**src/rtl/sram_arb_pkg.sv**
```systemverilog
// Shared types and constants for the SRAM arbiter: requester tags, the
// read/write encoding of the SRAM port and the default bus widths.
package sram_arb_pkg;

  localparam int DEF_ADDR_W = 19;
  localparam int DEF_DATA_W = 8;

  localparam logic RW_READ  = 1'b1;
  localparam logic RW_WRITE = 1'b0;

  typedef enum logic [1:0] {
    REQ_NONE  = 2'd0,
    REQ_DISP  = 2'd1,
    REQ_TOUCH = 2'd2,
    REQ_COMP  = 2'd3
  } req_tag_e;

endpackage

```
**src/rtl/sram_arbiter_if.sv**
```systemverilog
// Requester and SRAM-driver signal bundle around the arbiter.
// Handshake: a requester holds req high with stable rw/addr/wdata until the
// cycle in which gnt pulses; that cycle consumes the request, and req may drop
// or change from the next cycle on. Reads return later as a one-cycle rvalid
// pulse qualifying the shared rdata.
interface sram_arbiter_if import sram_arb_pkg::*; #(
  parameter int ADDR_W = DEF_ADDR_W,
  parameter int DATA_W = DEF_DATA_W
) ();

  logic              i_req_disp, i_req_touch, i_req_comp;
  logic              i_rw_disp, i_rw_touch, i_rw_comp;
  logic [ADDR_W-1:0] i_addr_disp, i_addr_touch, i_addr_comp;
  logic [DATA_W-1:0] i_wdata_touch, i_wdata_comp;
  logic              o_gnt_disp, o_gnt_touch, o_gnt_comp;
  logic              o_rvalid_disp, o_rvalid_touch, o_rvalid_comp;
  logic [DATA_W-1:0] o_rdata;
  logic [ADDR_W-1:0] o_sram_addr;
  logic [DATA_W-1:0] o_sram_dout;
  logic              o_sram_rw;
  logic [DATA_W-1:0] i_sram_rdata;

  modport slave (
    input  i_req_disp, i_req_touch, i_req_comp,
    input  i_rw_disp, i_rw_touch, i_rw_comp,
    input  i_addr_disp, i_addr_touch, i_addr_comp,
    input  i_wdata_touch, i_wdata_comp, i_sram_rdata,
    output o_gnt_disp, o_gnt_touch, o_gnt_comp,
    output o_rvalid_disp, o_rvalid_touch, o_rvalid_comp,
    output o_rdata, o_sram_addr, o_sram_dout, o_sram_rw
  );

  modport master (
    output i_req_disp, i_req_touch, i_req_comp,
    output i_rw_disp, i_rw_touch, i_rw_comp,
    output i_addr_disp, i_addr_touch, i_addr_comp,
    output i_wdata_touch, i_wdata_comp, i_sram_rdata,
    input  o_gnt_disp, o_gnt_touch, o_gnt_comp,
    input  o_rvalid_disp, o_rvalid_touch, o_rvalid_comp,
    input  o_rdata, o_sram_addr, o_sram_dout, o_sram_rw
  );

endinterface

```
**src/rtl/sram_rd_tag_pipe.sv**
```systemverilog
// Shift register carrying the owner tag of each issued access so that read
// data coming back from the SRAM can be steered to the requester that asked.
module sram_rd_tag_pipe import sram_arb_pkg::*; #(
  parameter int DEPTH = 3
) (
  input  logic     i_clk,
  input  logic     i_rst_n,
  input  req_tag_e i_tag,
  output req_tag_e o_tag
);

  req_tag_e stages [DEPTH];

  always_ff @(posedge i_clk) begin
    if (!i_rst_n) begin
      for (int i = 0; i < DEPTH; i++) stages[i] <= REQ_NONE;
    end else begin
      stages[0] <= i_tag;
      for (int i = 1; i < DEPTH; i++) stages[i] <= stages[i-1];
    end
  end

  assign o_tag = stages[DEPTH-1];

endmodule

```
**src/rtl/sram_arbiter.sv**
```systemverilog
// Arbitrates display, touch and compare requesters onto one SRAM port:
// display first unless a low-priority requester has been starved too long.
module sram_arbiter import sram_arb_pkg::*; #(
  parameter int ADDR_W     = DEF_ADDR_W,
  parameter int DATA_W     = DEF_DATA_W,
  parameter int READ_LAT   = 2,
  parameter int STARVE_MAX = 15
) (
  input logic           i_clk,
  input logic           i_rst_n,
  sram_arbiter_if.slave bus
);

  localparam logic [7:0] STARVE_LIM = 8'(STARVE_MAX);

  logic              rrComp;      // round-robin pointer: 0 favours touch
  logic [7:0]        starveCnt;
  logic              loAny, loTouch, loComp, starveHit;
  logic              gntDisp, gntTouch, gntComp;
  logic [ADDR_W-1:0] sramAddr;
  logic [DATA_W-1:0] sramDout;
  logic              sramRw;
  req_tag_e          pushTag, tailTag;

  always_comb begin
    loAny     = bus.i_req_touch | bus.i_req_comp;
    loTouch   = bus.i_req_touch & (~bus.i_req_comp | ~rrComp);
    loComp    = bus.i_req_comp & ~loTouch;
    starveHit = (starveCnt == STARVE_LIM) & loAny;
    gntDisp   = i_rst_n & bus.i_req_disp & ~starveHit;
    gntTouch  = i_rst_n & ~gntDisp & loTouch;
    gntComp   = i_rst_n & ~gntDisp & loComp;
    pushTag   = REQ_NONE;
    if (gntDisp)                                      pushTag = REQ_DISP;
    else if (gntTouch && bus.i_rw_touch == RW_READ) pushTag = REQ_TOUCH;
    else if (gntComp && bus.i_rw_comp == RW_READ)   pushTag = REQ_COMP;
  end

  always_ff @(posedge i_clk) begin
    if (!i_rst_n) begin
      rrComp    <= 1'b0;
      starveCnt <= '0;
      sramAddr  <= '0;
      sramDout  <= '0;
      sramRw    <= RW_READ;
    end else begin
      if (gntTouch)     rrComp <= 1'b1;
      else if (gntComp) rrComp <= 1'b0;

      if (gntTouch || gntComp || !loAny)
        starveCnt <= '0;
      else if (gntDisp && starveCnt != STARVE_LIM)
        starveCnt <= starveCnt + 8'd1;

      // Idle cycles park the port in read so the driver never sees a stray write.
      sramRw <= RW_READ;
      if (gntDisp) begin
        sramAddr <= bus.i_addr_disp;
      end else if (gntTouch) begin
        sramAddr <= bus.i_addr_touch;
        sramDout <= bus.i_wdata_touch;
        sramRw   <= bus.i_rw_touch;
      end else if (gntComp) begin
        sramAddr <= bus.i_addr_comp;
        sramDout <= bus.i_wdata_comp;
        sramRw   <= bus.i_rw_comp;
      end
    end
  end

  sram_rd_tag_pipe #(.DEPTH(READ_LAT + 1)) u_tag_pipe (
    .i_clk   (i_clk),
    .i_rst_n (i_rst_n),
    .i_tag   (pushTag),
    .o_tag   (tailTag)
  );

  assign bus.o_gnt_disp     = gntDisp;
  assign bus.o_gnt_touch    = gntTouch;
  assign bus.o_gnt_comp     = gntComp;
  assign bus.o_rvalid_disp  = i_rst_n & (tailTag == REQ_DISP);
  assign bus.o_rvalid_touch = i_rst_n & (tailTag == REQ_TOUCH);
  assign bus.o_rvalid_comp  = i_rst_n & (tailTag == REQ_COMP);
  assign bus.o_rdata        = (i_rst_n && tailTag != REQ_NONE) ? bus.i_sram_rdata : '0;
  assign bus.o_sram_addr    = sramAddr;
  assign bus.o_sram_dout    = sramDout;
  assign bus.o_sram_rw      = sramRw;

endmodule

```
**src/flat_wrapper.sv**
```systemverilog
// flat-port wrapper written by rule: the top's interface ports become plain ports
module sram_arbiter_flat import sram_arb_pkg::*;
#(
  parameter int ADDR_W     = DEF_ADDR_W,
  parameter int DATA_W     = DEF_DATA_W,
  parameter int READ_LAT   = 2,
  parameter int STARVE_MAX = 15
)
  (i_clk, i_rst_n, bus_i_req_disp, bus_i_req_touch, bus_i_req_comp, bus_i_rw_disp, bus_i_rw_touch, bus_i_rw_comp, bus_i_addr_disp, bus_i_addr_touch, bus_i_addr_comp, bus_i_wdata_touch, bus_i_wdata_comp, bus_i_sram_rdata, bus_o_gnt_disp, bus_o_gnt_touch, bus_o_gnt_comp, bus_o_rvalid_disp, bus_o_rvalid_touch, bus_o_rvalid_comp, bus_o_rdata, bus_o_sram_addr, bus_o_sram_dout, bus_o_sram_rw);
  sram_arbiter_if #(.ADDR_W(ADDR_W), .DATA_W(DATA_W)) bus_i ();
  input logic i_clk;
  input logic i_rst_n;
  input wire logic [$bits(bus_i.i_req_disp)-1:0] bus_i_req_disp;
  input wire logic [$bits(bus_i.i_req_touch)-1:0] bus_i_req_touch;
  input wire logic [$bits(bus_i.i_req_comp)-1:0] bus_i_req_comp;
  input wire logic [$bits(bus_i.i_rw_disp)-1:0] bus_i_rw_disp;
  input wire logic [$bits(bus_i.i_rw_touch)-1:0] bus_i_rw_touch;
  input wire logic [$bits(bus_i.i_rw_comp)-1:0] bus_i_rw_comp;
  input wire logic [$bits(bus_i.i_addr_disp)-1:0] bus_i_addr_disp;
  input wire logic [$bits(bus_i.i_addr_touch)-1:0] bus_i_addr_touch;
  input wire logic [$bits(bus_i.i_addr_comp)-1:0] bus_i_addr_comp;
  input wire logic [$bits(bus_i.i_wdata_touch)-1:0] bus_i_wdata_touch;
  input wire logic [$bits(bus_i.i_wdata_comp)-1:0] bus_i_wdata_comp;
  input wire logic [$bits(bus_i.i_sram_rdata)-1:0] bus_i_sram_rdata;
  output wire logic [$bits(bus_i.o_gnt_disp)-1:0] bus_o_gnt_disp;
  output wire logic [$bits(bus_i.o_gnt_touch)-1:0] bus_o_gnt_touch;
  output wire logic [$bits(bus_i.o_gnt_comp)-1:0] bus_o_gnt_comp;
  output wire logic [$bits(bus_i.o_rvalid_disp)-1:0] bus_o_rvalid_disp;
  output wire logic [$bits(bus_i.o_rvalid_touch)-1:0] bus_o_rvalid_touch;
  output wire logic [$bits(bus_i.o_rvalid_comp)-1:0] bus_o_rvalid_comp;
  output wire logic [$bits(bus_i.o_rdata)-1:0] bus_o_rdata;
  output wire logic [$bits(bus_i.o_sram_addr)-1:0] bus_o_sram_addr;
  output wire logic [$bits(bus_i.o_sram_dout)-1:0] bus_o_sram_dout;
  output wire logic [$bits(bus_i.o_sram_rw)-1:0] bus_o_sram_rw;
  assign bus_i.i_req_disp = bus_i_req_disp;
  assign bus_i.i_req_touch = bus_i_req_touch;
  assign bus_i.i_req_comp = bus_i_req_comp;
  assign bus_i.i_rw_disp = bus_i_rw_disp;
  assign bus_i.i_rw_touch = bus_i_rw_touch;
  assign bus_i.i_rw_comp = bus_i_rw_comp;
  assign bus_i.i_addr_disp = bus_i_addr_disp;
  assign bus_i.i_addr_touch = bus_i_addr_touch;
  assign bus_i.i_addr_comp = bus_i_addr_comp;
  assign bus_i.i_wdata_touch = bus_i_wdata_touch;
  assign bus_i.i_wdata_comp = bus_i_wdata_comp;
  assign bus_i.i_sram_rdata = bus_i_sram_rdata;
  assign bus_o_gnt_disp = bus_i.o_gnt_disp;
  assign bus_o_gnt_touch = bus_i.o_gnt_touch;
  assign bus_o_gnt_comp = bus_i.o_gnt_comp;
  assign bus_o_rvalid_disp = bus_i.o_rvalid_disp;
  assign bus_o_rvalid_touch = bus_i.o_rvalid_touch;
  assign bus_o_rvalid_comp = bus_i.o_rvalid_comp;
  assign bus_o_rdata = bus_i.o_rdata;
  assign bus_o_sram_addr = bus_i.o_sram_addr;
  assign bus_o_sram_dout = bus_i.o_sram_dout;
  assign bus_o_sram_rw = bus_i.o_sram_rw;
  sram_arbiter #(.ADDR_W(ADDR_W), .DATA_W(DATA_W), .READ_LAT(READ_LAT), .STARVE_MAX(STARVE_MAX)) u_core (.i_clk(i_clk), .i_rst_n(i_rst_n), .bus(bus_i));
endmodule
```
**config.mk**
```make
export PLATFORM = sky130hd
export DESIGN_NAME = sram_arbiter_flat
export DESIGN_NICKNAME = d
export VERILOG_FILES = /design/src/rtl/sram_arb_pkg.sv /design/src/rtl/sram_arbiter_if.sv /design/src/rtl/sram_rd_tag_pipe.sv /design/src/rtl/sram_arbiter.sv /design/src/flat_wrapper.sv
export SDC_FILE = /design/constraint.sdc
export NUM_CORES = 1
export LEC_CHECK = 0
export ABC_AREA = 1
export CAP_MARGIN = 15
export CORE_ASPECT_RATIO = 0.6
export CORE_MARGIN = 1
export CORE_UTILIZATION = 43
export DETAILED_ROUTE_END_ITERATION = 12
export PLACE_DENSITY = 0.86
export SETUP_SLACK_MARGIN = 0.4
export SLEW_MARGIN = 20
export SYNTH_ARGS = -nofsm -noshare
export SYNTH_HDL_FRONTEND = slang
export SYNTH_SLANG_ARGS = --single-unit
```
**constraint.sdc**
```tcl
create_clock -name i_clk -period 2.5 [get_ports i_clk]
set_input_delay 0.5 -clock i_clk [delete_from_list [all_inputs] [get_ports i_clk]]
set_output_delay 0.5 -clock i_clk [all_outputs]
set_load 0.01 [all_outputs]
```
==> run summary <==
Routed WL per cell -> 12.5 um
Port Buffers -> 129
switching pwr -> 504 uW
power per cell area -> 467 nW/um^2
largest net degree at the start of global routing -> 39
synthesized flop and latch total -> 43
top_reg_cell synth -> dfxtp_1
Clock Skew -> 0.0115 ns
CP Max Fanout -> 3
R2R Path End -> u_core.bus.o_sram_addr[4]
Hold Crit Class -> reg -> reg
max_slew headroom -> 75.1%
CTS Buffer Depth -> 2
HP Start -> u_core.u_tag_pipe.stages[0][2]
setup ws final -> 0.460 ns
first-pass GRT wire length -> 11900 um
Logic pwr share -> 27.4%
Top Metal Used -> met4
Post-Syn Area -> 2530 um^2
register area share after synthesis -> 34.1%
met3 wire length -> 733 um
Peak VDD IR -> 0.000364 V
reg2reg start -> u_core.starveCnt[0]
crit path capture type -> primary output
antenna viol nets, final -> 0
Final GP Congestion -> 0.816
n_diodes -> 0
met2 wire length -> 3550 um
number of hold buffers added after CTS -> 0
GRT Overall Usage -> 25.2%
status -> complete, no violations
layout cells sized above 1 -> 10.8%
First DRT Iteration DRCs -> 117
CTS buffer count -> 5
max_cap viols -> 0
Slew @ Worst Pin -> 0.374 ns
Mapped Nets -> 498
Synth top area share -> 34.1%
Fin Hold WS -> 0.418 ns
cell with the most instances after synthesis -> nand2_1
pre-CTS setup slack -> -0.194 ns
Worst EP arrival -> 1.54 ns
CTS tree -> done
Synth area leaders -> dfxtp_1 34%, nand2_1 18%, inv_1 15%
crit start category -> primary input
Clock Power Share -> 33.1%
most frequent cells after synthesis -> 123 x nand2_1, 99 x inv_1, 43 x dfxtp_1
Root Buffer -> clkbuf_8
Final Slew Violations -> 0
Register-to-Register Path Depth -> 11
TritonCTS Sinks -> 43
final hold violations -> 0
TNS Setup -> 0 ns
Net Sw Frac -> 26.1%
Starting Density -> 44.9%
Yosys top cell by area -> dfxtp_1
dpl cell area -> 3950 um^2
Reg power frac -> 39.5%
CTS clk-pin slew, worst paths -> 0.08 ns
drt via density -> 4.67
full die area -> 6200 um^2
final setup violation count -> 0
Via Count -> 2917
Final Cycle Share -> 81.6%
Req. time, crit path -> 2.00 ns
YS warnings -> 0
total leakage power -> 0.00213 uW
I/O pin total -> 131
Mapped Cells -> 408
die width -> 101 um
sequential cell area -> 866 um^2
Worst Setup Path Type -> in -> out
dpl hpwl -> 5950 um
unrepaired setup endpoints after global routing -> yes
Routed Wire Length -> 7780 um
die height -> 61.4 um
Clk Latency, worst-skew pair -> 0.30 ns
Avg Inst Size Synth -> 6.19 um^2
M1 WL -> 3460 um
Post-synth ARST share -> 0%
htree depth -> 2
min cycle time layout -> 2.04 ns
Peak Freq -> 490 MHz
Final Instance Area -> 4140 um^2
vias in the first global route -> 2690
Final Net Count -> 633
worst hold endpoint -> u_core.u_tag_pipe.stages[0][4]
Pre-antenna DRT Iters -> 4
global route overflow -> 0
Yosys cell types -> 26
internal power -> 1430 uW
Synth-to-Final Area Change -> 63.7%
Layout fillers -> 488
Remaining DRCs -> 0
core box area -> 5620 um^2
hold path depth -> 2
worst reg2reg setup slack -> 0.84 ns
Std-Cell Rows -> 21
Post-synth EDFFs -> 0
antenna violations before repair -> 0
footprint of the multi-input gates -> 1230 um^2
[power by group through the flow]
stage          combinational (uW)  clock, uW  sequential, uW
4_1_cts                       528        648             763
3_3_place_gp                  511          0             775
6_report                      529        639             763
3_5_place_dp                  522          0             778
5_1_grt                       579        683             769
2_1_floorplan                 208          0             794
[cell families after synthesis]
group	share of synthesized area (%)
flops	34.1
simple gates	28.7
xor+xnor	0.693
fa+ha+maj	0.495
buf+inv	19.4
compound gates	16.7
[worst max-delay path, cell delays in order]
cell	delay [ns]
clkdlybuf4s50_1	0.49
nand2_1	0.07
inv_1	0.07
nand2_2	0.07
buf_6	0.13
nand3_4	0.05
inv_2	0.04
buf_6	0.11
[timing repair]
action	4_1_cts	5_1_grt
setup buffers	1	0
setup endpoints to repair	14	4
pin swaps	3	3
gates resized for setup	42	6
cloned	0	0
[cell type report]
| type | instances | area share [%] |
|---|---|---|
| Timing Repair Buffer | 147 | 34.5 |
| Multi-Input combinational cell | 244 | 29.7 |
| Sequential cell | 43 | 20.9 |
| Inverter | 102 | 9.25 |
| Tap cell | 80 | 2.42 |
| Clock buffer | 6 | 1.75 |
| Clock inverter | 2 | 1.45 |
[metal layers]
layer / track usage, % / vias to the layer above
li1: - / 1498
met1: 30.5 / 1300
met2: 47.1 / 114
met3: 6.24 / 5
met4: 4.14 / 0
met5: 0 / -
[worst max-delay path by stage]
stage,startpoint,endpoint,slack [ns],cells past startpoint
after global placement,bus_i_req_comp,bus_o_gnt_comp,-0.12,8
final,bus_i_req_disp,bus_o_gnt_touch,0.46,8
after CTS,u_core.starveCnt[0],bus_o_gnt_comp,0.32,8
after floorplan,u_core.starveCnt[0],bus_o_gnt_comp,0.78,7
after global routing,u_core.starveCnt[0],bus_o_gnt_comp,0.37,8
after detailed placement,bus_i_req_comp,bus_o_gnt_comp,-0.19,8
[flip-flops by register name, summed over array words and instances, names as in the netlist]
register and count:
u_core.bus.o_sram_dout 8, u_core.bus.o_sram_addr 19, u_core.rrComp 1, u_core.bus.o_sram_rw 1
u_core.u_tag_pipe.stages 6, u_core.starveCnt 8
[layout by cell type, fill, tap and decap left out, types with 2 or more instances in the layout]
cell type and instances:
clkbuf_8 5, o21ai_0 23, bufinv_16 2, buf_4 16, nand4_1 2, buf_6 3, inv_2 5, nand2_2 3
inv_1 97, nor3_1 3, a21oi_1 10, clkdlybuf4s50_1 112, nor2_4 2, o31ai_1 19, dfxtp_1 41, xor2_1 2
nand2_1 121, dlygate4sd2_1 12, a21oi_2 12, nand3_1 20, nor2_1 18
[stage by stage]
step,std cells,util [%],power [uW]
2_1_floorplan,408,-,1000
4_1_cts,624,73.1,1940
6_report,624,73.6,1930
5_1_grt,624,73.6,2030
3_3_place_gp,615,70.3,1290
3_5_place_dp,615,70.3,1300
(Power assumes the default switching activity.)
